## config.mk

```make
export PLATFORM = sky130hd
export DESIGN_NAME = serial_adder_ctrl_flat
export DESIGN_NICKNAME = d
export VERILOG_FILES = /design/src/rtl/serial_adder_ctrl_if.sv /design/src/rtl/serial_adder_ctrl.sv /design/src/flat_wrapper.sv
export SDC_FILE = /design/constraint.sdc
export NUM_CORES = 1
export LEC_CHECK = 0
export ABC_AREA = 1
export CAP_MARGIN = 20
export CORE_MARGIN = 2
export CORE_UTILIZATION = 56
export CTS_CLUSTER_SIZE = 24
export DETAILED_ROUTE_END_ITERATION = 12
export GPL_ROUTABILITY_DRIVEN = 0
export HOLD_SLACK_MARGIN = 0.06
export PLACE_DENSITY = 0.83
export SKIP_CTS_REPAIR_TIMING = 1
export SYNTH_ARGS = -nofsm -noshare
export SYNTH_HDL_FRONTEND = slang
export SYNTH_SLANG_ARGS = --single-unit
```

## constraint.sdc

```tcl
create_clock -name clk -period 2.6 [get_ports clk]
set_input_delay 0.26 -clock clk [delete_from_list [all_inputs] [get_ports clk]]
set_output_delay 0.26 -clock clk [all_outputs]
set_load 0.02 [all_outputs]
```

## src/rtl/serial_adder_ctrl_if.sv

```systemverilog
// Request/response bundle between a requesting datapath and the bit-serial adder.
// The master drives the operands and start; the slave returns busy/done and the result.
interface serial_adder_ctrl_if #(parameter int WIDTH = 8);
  logic             start;
  logic [WIDTH-1:0] a;
  logic [WIDTH-1:0] b;
  logic             carry_in;
  logic             busy;
  logic             done;
  logic [WIDTH-1:0] sum;
  logic             carry;

  modport master (output start, a, b, carry_in, input busy, done, sum, carry);
  modport slave  (input start, a, b, carry_in, output busy, done, sum, carry);
endinterface

```

## src/rtl/serial_adder_ctrl.sv

```systemverilog
// Bit-serial adder: one shared full_adder cell adds two WIDTH-bit operands LSB first,
// one bit per clock, and returns {carry,sum} with a one-cycle done pulse.
module full_adder (
  input  logic a,
  input  logic b,
  input  logic cin,
  output logic sum,
  output logic carry
);
  assign sum   = a ^ b ^ cin;
  assign carry = (a & b) | (cin & (a ^ b));
endmodule

module serial_adder_ctrl #(
  parameter int WIDTH = 8
) (
  input  logic              clk,
  input  logic              rst_n,
  serial_adder_ctrl_if.slave bus
);
  localparam int CW = $clog2(WIDTH);
  localparam logic [CW-1:0] LAST = CW'(WIDTH - 1);

  typedef enum logic [1:0] {IDLE, RUN, DONE} state_t;

  state_t           state;
  logic [WIDTH-1:0] sha;
  logic [WIDTH-1:0] shb;
  logic [WIDTH-1:0] acc;
  logic [WIDTH-1:0] acc_next;
  logic             c;
  logic [CW-1:0]    cnt;
  logic             fa_sum;
  logic             fa_carry;

  full_adder u_fa (
    .a    (sha[0]),
    .b    (shb[0]),
    .cin  (c),
    .sum  (fa_sum),
    .carry(fa_carry)
  );

  // New sum bit enters at the MSB so the first (LSB) bit ends up at bit 0 after WIDTH shifts.
  assign acc_next = {fa_sum, {(WIDTH-1){1'b0}}} | (acc >> 1);

  always_ff @(posedge clk or negedge rst_n) begin
    if (!rst_n) begin
      state     <= IDLE;
      sha       <= '0;
      shb       <= '0;
      acc       <= '0;
      c         <= 1'b0;
      cnt       <= '0;
      bus.busy  <= 1'b0;
      bus.done  <= 1'b0;
      bus.sum   <= '0;
      bus.carry <= 1'b0;
    end else begin
      case (state)
        IDLE, DONE: begin
          bus.done <= 1'b0;
          if (bus.start) begin
            sha      <= bus.a;
            shb      <= bus.b;
            c        <= bus.carry_in;
            cnt      <= '0;
            bus.busy <= 1'b1;
            state    <= RUN;
          end else begin
            state <= IDLE;
          end
        end
        RUN: begin
          sha <= sha >> 1;
          shb <= shb >> 1;
          acc <= acc_next;
          c   <= fa_carry;
          cnt <= cnt + 1'b1;
          // Result registers are only touched here, so they never expose a partial sum.
          if (cnt == LAST) begin
            bus.sum   <= acc_next;
            bus.carry <= fa_carry;
            bus.busy  <= 1'b0;
            bus.done  <= 1'b1;
            state     <= DONE;
          end
        end
        default: begin
          bus.busy <= 1'b0;
          bus.done <= 1'b0;
          state    <= IDLE;
        end
      endcase
    end
  end
endmodule

```

## src/flat_wrapper.sv

```systemverilog
// flat-port wrapper written by rule: the top's interface ports become plain ports
module serial_adder_ctrl_flat 
#(
  parameter int WIDTH = 8
)
  (clk, rst_n, bus_start, bus_a, bus_b, bus_carry_in, bus_busy, bus_done, bus_sum, bus_carry);
  serial_adder_ctrl_if #(.WIDTH(WIDTH)) bus_i ();
  input  logic clk;
  input  logic rst_n;
  input wire logic [$bits(bus_i.start)-1:0] bus_start;
  input wire logic [$bits(bus_i.a)-1:0] bus_a;
  input wire logic [$bits(bus_i.b)-1:0] bus_b;
  input wire logic [$bits(bus_i.carry_in)-1:0] bus_carry_in;
  output wire logic [$bits(bus_i.busy)-1:0] bus_busy;
  output wire logic [$bits(bus_i.done)-1:0] bus_done;
  output wire logic [$bits(bus_i.sum)-1:0] bus_sum;
  output wire logic [$bits(bus_i.carry)-1:0] bus_carry;
  assign bus_i.start = bus_start;
  assign bus_i.a = bus_a;
  assign bus_i.b = bus_b;
  assign bus_i.carry_in = bus_carry_in;
  assign bus_busy = bus_i.busy;
  assign bus_done = bus_i.done;
  assign bus_sum = bus_i.sum;
  assign bus_carry = bus_i.carry;
  serial_adder_ctrl #(.WIDTH(WIDTH)) u_core (.clk(clk), .rst_n(rst_n), .bus(bus_i));
endmodule
```

==> results.cfg, run 1 <==
[status]
status = finished, final reports clean

[logic_synthesis]
seq_area_frac_synth_pct = 52.2
postSynthCellCount = 222
yosysWarnings = 0
syn_area_sq_mm = 0.00187
synth_nets = 245
synth_cell_types = 19
ys_ff_latch = 39
syn_area_per_cell_sq_um = 8.42

[layout]
drive_above_1_share_pct = 10.3
regArea_sq_um = 976
multi_input_area_sq_um = 654
fin_nets = 275
fill_cells = 272
diodes = 0
syn_to_final_growth_pct = 18.8

[placement]
hpwl_microns = 2410
io_buffer_count = 30
pre_cts_slack_ns = 1.06

[critical_path]
worstSetupStartpointType = register
slowest_delay_ns = 0.66
regToRegStartpoint = u_core.state[1]$_DFFE_PN0P_
worst_ep_required_time_ns = 2.34
reg2reg_depth = 6
startpoint = u_core.state[1]$_DFFE_PN0P_
path_delay_family = buffers and inverters
cp.depth = 1
r2r_setup_slack_ns = 1.03
r2r_end = u_core.cnt[1]$_DFFE_PN0P_
critical-path-slowest-cell = clkdlybuf4s50_1
cp.arrival_ns = 1.47
endpoint = bus_done
worstPathCellList = clkdlybuf4s50_1
path_class = register to primary output
crit_buf_inv = 1
cp_max_fo = 4
critPathCaptureType = primary output

[sta]
skew_ns = 0.0129
tightest_slew_ns = 0.839
fin_crit_ns = 1.73
slew_headroom_pct = 44.1
period_share_pct = 66.6
slew_viol_final = 0
rsz0062_at_grt = no
setup_ws_ns = 0.869
finalHoldViolations = 0
fmax_mhz = 578
final-setup-viol-count = 0
setup_tns_ns = 0

[drt]
routed_wl_microns = 3530
first_pass_iters = 4
wire_per_inst_microns = 11.9
drc = 0
dr_total_vias = 1449
vias_per_cell = 4.88
drt_iter0_markers = 101
ant_nets = 0

[floorplan]
ioPinCount = 31
core_area_sq_mm = 0.00310
fp.dieH_microns = 61.8
rows = 20
start_util_pct = 60.2
die_w_microns = 61.8
die_area_sq_mm = 0.00382

[cts]
clockRootBuffer = clkbuf_4
clk_pin_slew_ns = 0.12
clock_path_buffers = 2
clk_latency_ns = 0.36
cts_sinks = 39
h-tree-depth = 2
numCtsBuffers = 5
cts_tree = built

[power]
power.switching_mw = 1.16
seqPwrFrac_pct = 40.5
p_leak_nw = 1.18
peakVddDrop_uv = 674
power_density_mw_per_mm2 = 1190
power.internal_mw = 1.48
p_sw_share_pct = 43.9
clockPowerShare_pct = 12.0
comb_power_share_pct = 47.5

[global_route]
grt_usage_pct = 22.3
grt_overflow = 0
grt_pass1_wl_microns = 6060
grt_max_degree = 40
antenna_found_initial = 0
first_global_vias = 1436

[hold_path]
worstHoldPathType = primary input to register

[run]
drv_cap = 0
==> worst min path at each step <==
stage / start / to / slack [ns] / depth (start not counted)
after floorplan: rst_n / u_core.acc[1]$_DFFE_PN0P_ / -0.04 / 0
after global placement: rst_n / u_core.bus.sum[2]$_DFFE_PN0P_ / 0.41 / 1
after detailed placement: rst_n / u_core.bus.sum[2]$_DFFE_PN0P_ / 0.41 / 1
after CTS: rst_n / u_core.bus.sum[1]$_DFFE_PN0P_ / 0.0001 / 1
after global routing: u_core.shb[4]$_DFFE_PN0P_ / u_core.shb[4]$_DFFE_PN0P_ / 0.51 / 2
final: bus_b[7] / u_core.shb[7]$_DFFE_PN0P_ / 0.49 / 3
==> state kept, by name, indices dropped and copies added, names as in the netlist <==
name / count
u_core.bus.sum: 8
u_core.sha: 8
u_core.shb: 8
u_core.acc: 7
u_core.cnt: 3
u_core.state: 2
u_core.bus.busy: 1
u_core.bus.carry: 1
u_core.c: 1
==> cell usage in the layout (no fill, tap or decap) <==
| master | instances |
|---|---|
| nand2_1 | 73 |
| inv_1 | 39 |
| dfrtp_1 | 39 |
| nand3_1 | 30 |
| clkdlybuf4s50_1 | 29 |
| o21ai_0 | 11 |
| o21ai_2 | 8 |
| clkbuf_4 | 5 |
| nand2_4 | 3 |
| ha_1 | 2 |
| clkinvlp_4 | 2 |
| inv_2 | 1 |
| inv_4 | 1 |
| nor2_4 | 1 |
| nand2_2 | 1 |
| inv_6 | 1 |
| nor2_1 | 1 |
| a21oi_1 | 1 |
| fa_1 | 1 |
| clkinv_2 | 1 |
| dlygate4sd3_1 | 1 |
| buf_2 | 1 |
| buf_4 | 1 |
==> metal layers <==
metal | wire length [microns] | global-route usage (%) | up-vias
met5 | 0 | 0 | -
met4 | 68 | 11.9 | 0
met3 | 173 | 6.42 | 6
met2 | 1630 | 33.8 | 37
met1 | 1660 | 29.1 | 669
li1 | - | - | 737
==> cells by family after synthesis <==
group           after synthesis  synth area share, %
compound gates               20                 6.96
fa+ha+maj                     3                 2.41
buf+inv                      51                 12.8
flops                        39                 52.2
simple gates                109                 25.6
==> final cells by class <==
| type | instances | area share (%) |
|---|---|---|
| Inverter | 42 | 7.44 |
| Tap cell | 44 | 2.48 |
| Clock buffer | 5 | 1.69 |
| Timing Repair Buffer | 32 | 14.1 |
| Multi-Input combinational cell | 132 | 29.5 |
| Sequential cell | 39 | 43.9 |
| Clock inverter | 3 | 0.901 |
==> synth_stat cells <==
| cell type | n | share of area [%] |
|---|---|---|
| nand2_1 | 73 | 15 |
| dfrtp_1 | 39 | 52 |
| inv_1 | 39 | 7.8 |
| nand3_1 | 30 | 8.0 |
| o21ai_0 | 11 | 2.9 |
| o21ai_2 | 8 | 3.7 |
| buf_2 | 5 | 1.3 |
| buf_6 | 3 | 1.8 |
| nand2_4 | 3 | 1.8 |
| ha_1 | 2 | 1.3 |
| a21oi_1 | 1 | 0.27 |
| buf_8 | 1 | 0.80 |
| fa_1 | 1 | 1.1 |
| inv_2 | 1 | 0.20 |
| inv_4 | 1 | 0.33 |
| inv_6 | 1 | 0.47 |
| nand2_2 | 1 | 0.33 |
| nor2_1 | 1 | 0.20 |
| nor2_4 | 1 | 0.60 |
==> metrics by stage <==
| stage | total power, mW | hold WS (ns) | utilization (%) | instance area [sq um] | std cells |
|---|---|---|---|---|---|
| 2_1_floorplan | 2.04 | -0.0356 | - | 1870 | 222 |
| 3_3_place_gp | 2.28 | 0.412 | 69.4 | 2150 | 288 |
| 3_5_place_dp | 2.34 | 0.414 | 69.4 | 2150 | 288 |
| 4_1_cts | 2.66 | 0.000122 | 71.3 | 2210 | 296 |
| 5_1_grt | 2.91 | 0.509 | 71.6 | 2220 | 297 |
| 6_report | 2.64 | 0.488 | 71.6 | 2220 | 297 |
==> power groups by stage <==
| stage | sequential [mW] | combinational [mW] | clock, mW |
|---|---|---|---|
| 3_3_place_gp | 1.07 | 1.21 | 0 |
| 5_1_grt | 1.10 | 1.45 | 0.354 |
| 4_1_cts | 1.07 | 1.26 | 0.327 |
| 6_report | 1.07 | 1.25 | 0.316 |
| 3_5_place_dp | 1.08 | 1.26 | 0 |
| 2_1_floorplan | 1.11 | 0.933 | 0 |
(Power assumes the default switching activity.)
==> run 2: changes to the inputs <==
--- a/config.mk
+++ b/config.mk
@@ -8,12 +8,12 @@
 export ABC_AREA = 1
 export CAP_MARGIN = 20
 export CORE_MARGIN = 2
-export CORE_UTILIZATION = 56
+export CORE_UTILIZATION = 52
 export CTS_CLUSTER_SIZE = 24
 export DETAILED_ROUTE_END_ITERATION = 12
 export GPL_ROUTABILITY_DRIVEN = 0
 export HOLD_SLACK_MARGIN = 0.06
-export PLACE_DENSITY = 0.83
+export PLACE_DENSITY = 0.78
 export SKIP_CTS_REPAIR_TIMING = 1
 export SYNTH_ARGS = -nofsm -noshare
 export SYNTH_HDL_FRONTEND = slang
==> constraint.sdc (replaced) <==
create_clock -name clk -period 1.6 [get_ports clk]
set_input_delay 0.16 -clock clk [delete_from_list [all_inputs] [get_ports clk]]
set_output_delay 0.16 -clock clk [all_outputs]
set_load 0.02 [all_outputs]
==> results.cfg, run 2 (synthesized netlist as in run 1, its figures left out) <==
[sta]
fmax_mhz = 670
slew_viol_final = 0
fin_crit_ns = 1.49
skew_ns = 0.00702
slew_headroom_pct = 68.8
finalHoldViolations = 0
tightest_slew_ns = 0.468
timing.hold.ws_ns = 0.367
rsz0062_at_grt = no
period_share_pct = 93.3
setup_ws_ns = 0.108
final-setup-viol-count = 0

[hold_path]
worstHoldPathType = primary input to async pin

[power]
power_density_mw_per_mm2 = 1970
peakVddDrop_uv = 1030
power.internal_mw = 2.64
p_leak_nw = 1.24
p_sw_share_pct = 41.5
comb_power_share_pct = 47.2
seqPwrFrac_pct = 38.1
clockPowerShare_pct = 14.7
power.switching_mw = 1.87

[critical_path]
critPathCaptureType = primary output
worstPathCellList = clkdlybuf4s50_1
worstSetupStartpointType = register
crit_buf_inv = 1
critical-path-slowest-cell = clkdlybuf4s50_1
path_class = register to primary output
slowest_delay_ns = 0.61
cp.arrival_ns = 1.33
worst_ep_required_time_ns = 1.44
path_delay_family = buffers and inverters
cp_max_fo = 2

[global_route]
grt_usage_pct = 19.2
antenna_found_initial = 0
grt_max_degree = 40
grt_overflow = 0
first_global_vias = 1374
grt_pass1_wl_microns = 6040

[floorplan]
die_area_sq_mm = 0.00409
ioPinCount = 31
fp.dieH_microns = 64.0
rows = 21
core_area_sq_mm = 0.00339
start_util_pct = 55.1
die_w_microns = 64.0

[placement]
hpwl_microns = 2200
pre_cts_slack_ns = 0.254
io_buffer_count = 30

[drt]
ant_nets = 0
routed_wl_microns = 3310
dr_total_vias = 1441
first_pass_iters = 4
wire_per_inst_microns = 10.9
vias_per_cell = 4.74
drc = 0
drt_iter0_markers = 91

[cts]
clockRootBuffer = clkbuf_4
cts_tree = built
h-tree-depth = 2
clk_latency_ns = 0.35
cts_sinks = 39
clock_path_buffers = 2
clk_pin_slew_ns = 0.12
numCtsBuffers = 5

[layout]
fin_nets = 280
final_cell_mix = 73 x nand2_1, 39 x inv_1, 39 x dfrtp_1
syn_to_final_growth_pct = 22.4
final_common_cell = nand2_1
diodes = 0
reg_top3 = u_core.bus.sum (8), u_core.sha (8), u_core.shb (8)
drive_above_1_share_pct = 12.0

[run]
drv_cap = 0

[status]
status = finished, final reports clean
run 2: through the flow:
| step | total power [mW] | setup TNS, ns | std cells | utilization [%] | cell area [sq um] |
|---|---|---|---|---|---|
| CTS | 4.55 | -0.0536 | 303 | 67.1 | 2270 |
| detailed placement | 3.86 | 0 | 295 | 64.7 | 2190 |
| floorplan | 3.32 | 0 | 222 | - | 1870 |
| finish | 4.51 | 0 | 304 | 67.5 | 2290 |
| global route | 4.96 | 0 | 304 | 67.5 | 2290 |
| global placement | 3.80 | 0 | 295 | 64.7 | 2190 |
run 2: final cells by class:
cell class,count,area [sq um]
multi-input combinational,132,654
tap,46,57.6
timing repair buffer,37,353
fill,271,1100
inverter,42,165
clock buffer,5,37.5
clock inverter,3,43.8
sequential,39,976
run 2: metal layers:
metal  part of all wire, %  track usage (%)  vias to the layer above
li1                      -                -                      744
met1                    47             26.1                      662
met2                    46             28.4                       31
met3                   5.5             6.51                        4
met4                   1.2             7.34                        0
met5                     0                0                        -
run 2: power by group through the flow:
stage	clock network (mW)	logic [mW]	registers, mW
floorplan	0	1.52	1.80
global placement	0	2.07	1.73
detailed placement	0	2.12	1.73
CTS	0.686	2.15	1.71
global route	0.735	2.46	1.77
finish	0.665	2.13	1.72
run 2: path summary, 6_finish.rpt:
check                                                   start                            end  slack, ns  cells after the start
worst max-delay path            u_core.bus.sum[0]$_DFFE_PN0P_                     bus_sum[0]       0.11                      1
worst min-delay path                                    rst_n      u_core.acc[5]$_DFFE_PN0P_       0.37                      3
worst max register to register      u_core.cnt[0]$_DFFE_PN0P_  u_core.bus.sum[0]$_DFFE_PN0P_       0.22                      6
worst min register to register    u_core.bus.busy$_DFFE_PN0P_    u_core.bus.busy$_DFFE_PN0P_       0.49                      2
max in group asynchronous                               rst_n      u_core.shb[6]$_DFFE_PN0P_       0.91                      3
min in group clk                                     bus_a[7]      u_core.sha[7]$_DFFE_PN0P_       0.39                      3
run 2: worst reg2reg max path: stages, from the launching register on:
cell and delay, ns:
dfrtp_1 0.42, ha_1 0.22, ha_1 0.23, nand2_4 0.21
inv_1 0.08, nand2_1 0.06, nand2_1 0.05
==> run 3: changes to the inputs <==
--- a/config.mk
+++ b/config.mk
@@ -12,6 +12,7 @@
 export CTS_CLUSTER_SIZE = 24
 export DETAILED_ROUTE_END_ITERATION = 12
 export GPL_ROUTABILITY_DRIVEN = 0
+export GPL_TIMING_DRIVEN = 1
 export HOLD_SLACK_MARGIN = 0.06
 export PLACE_DENSITY = 0.78
 export SKIP_CTS_REPAIR_TIMING = 1
==> results of run 3 <==
Same layout as run 2: the final DEF is identical, and so are final timing and power.
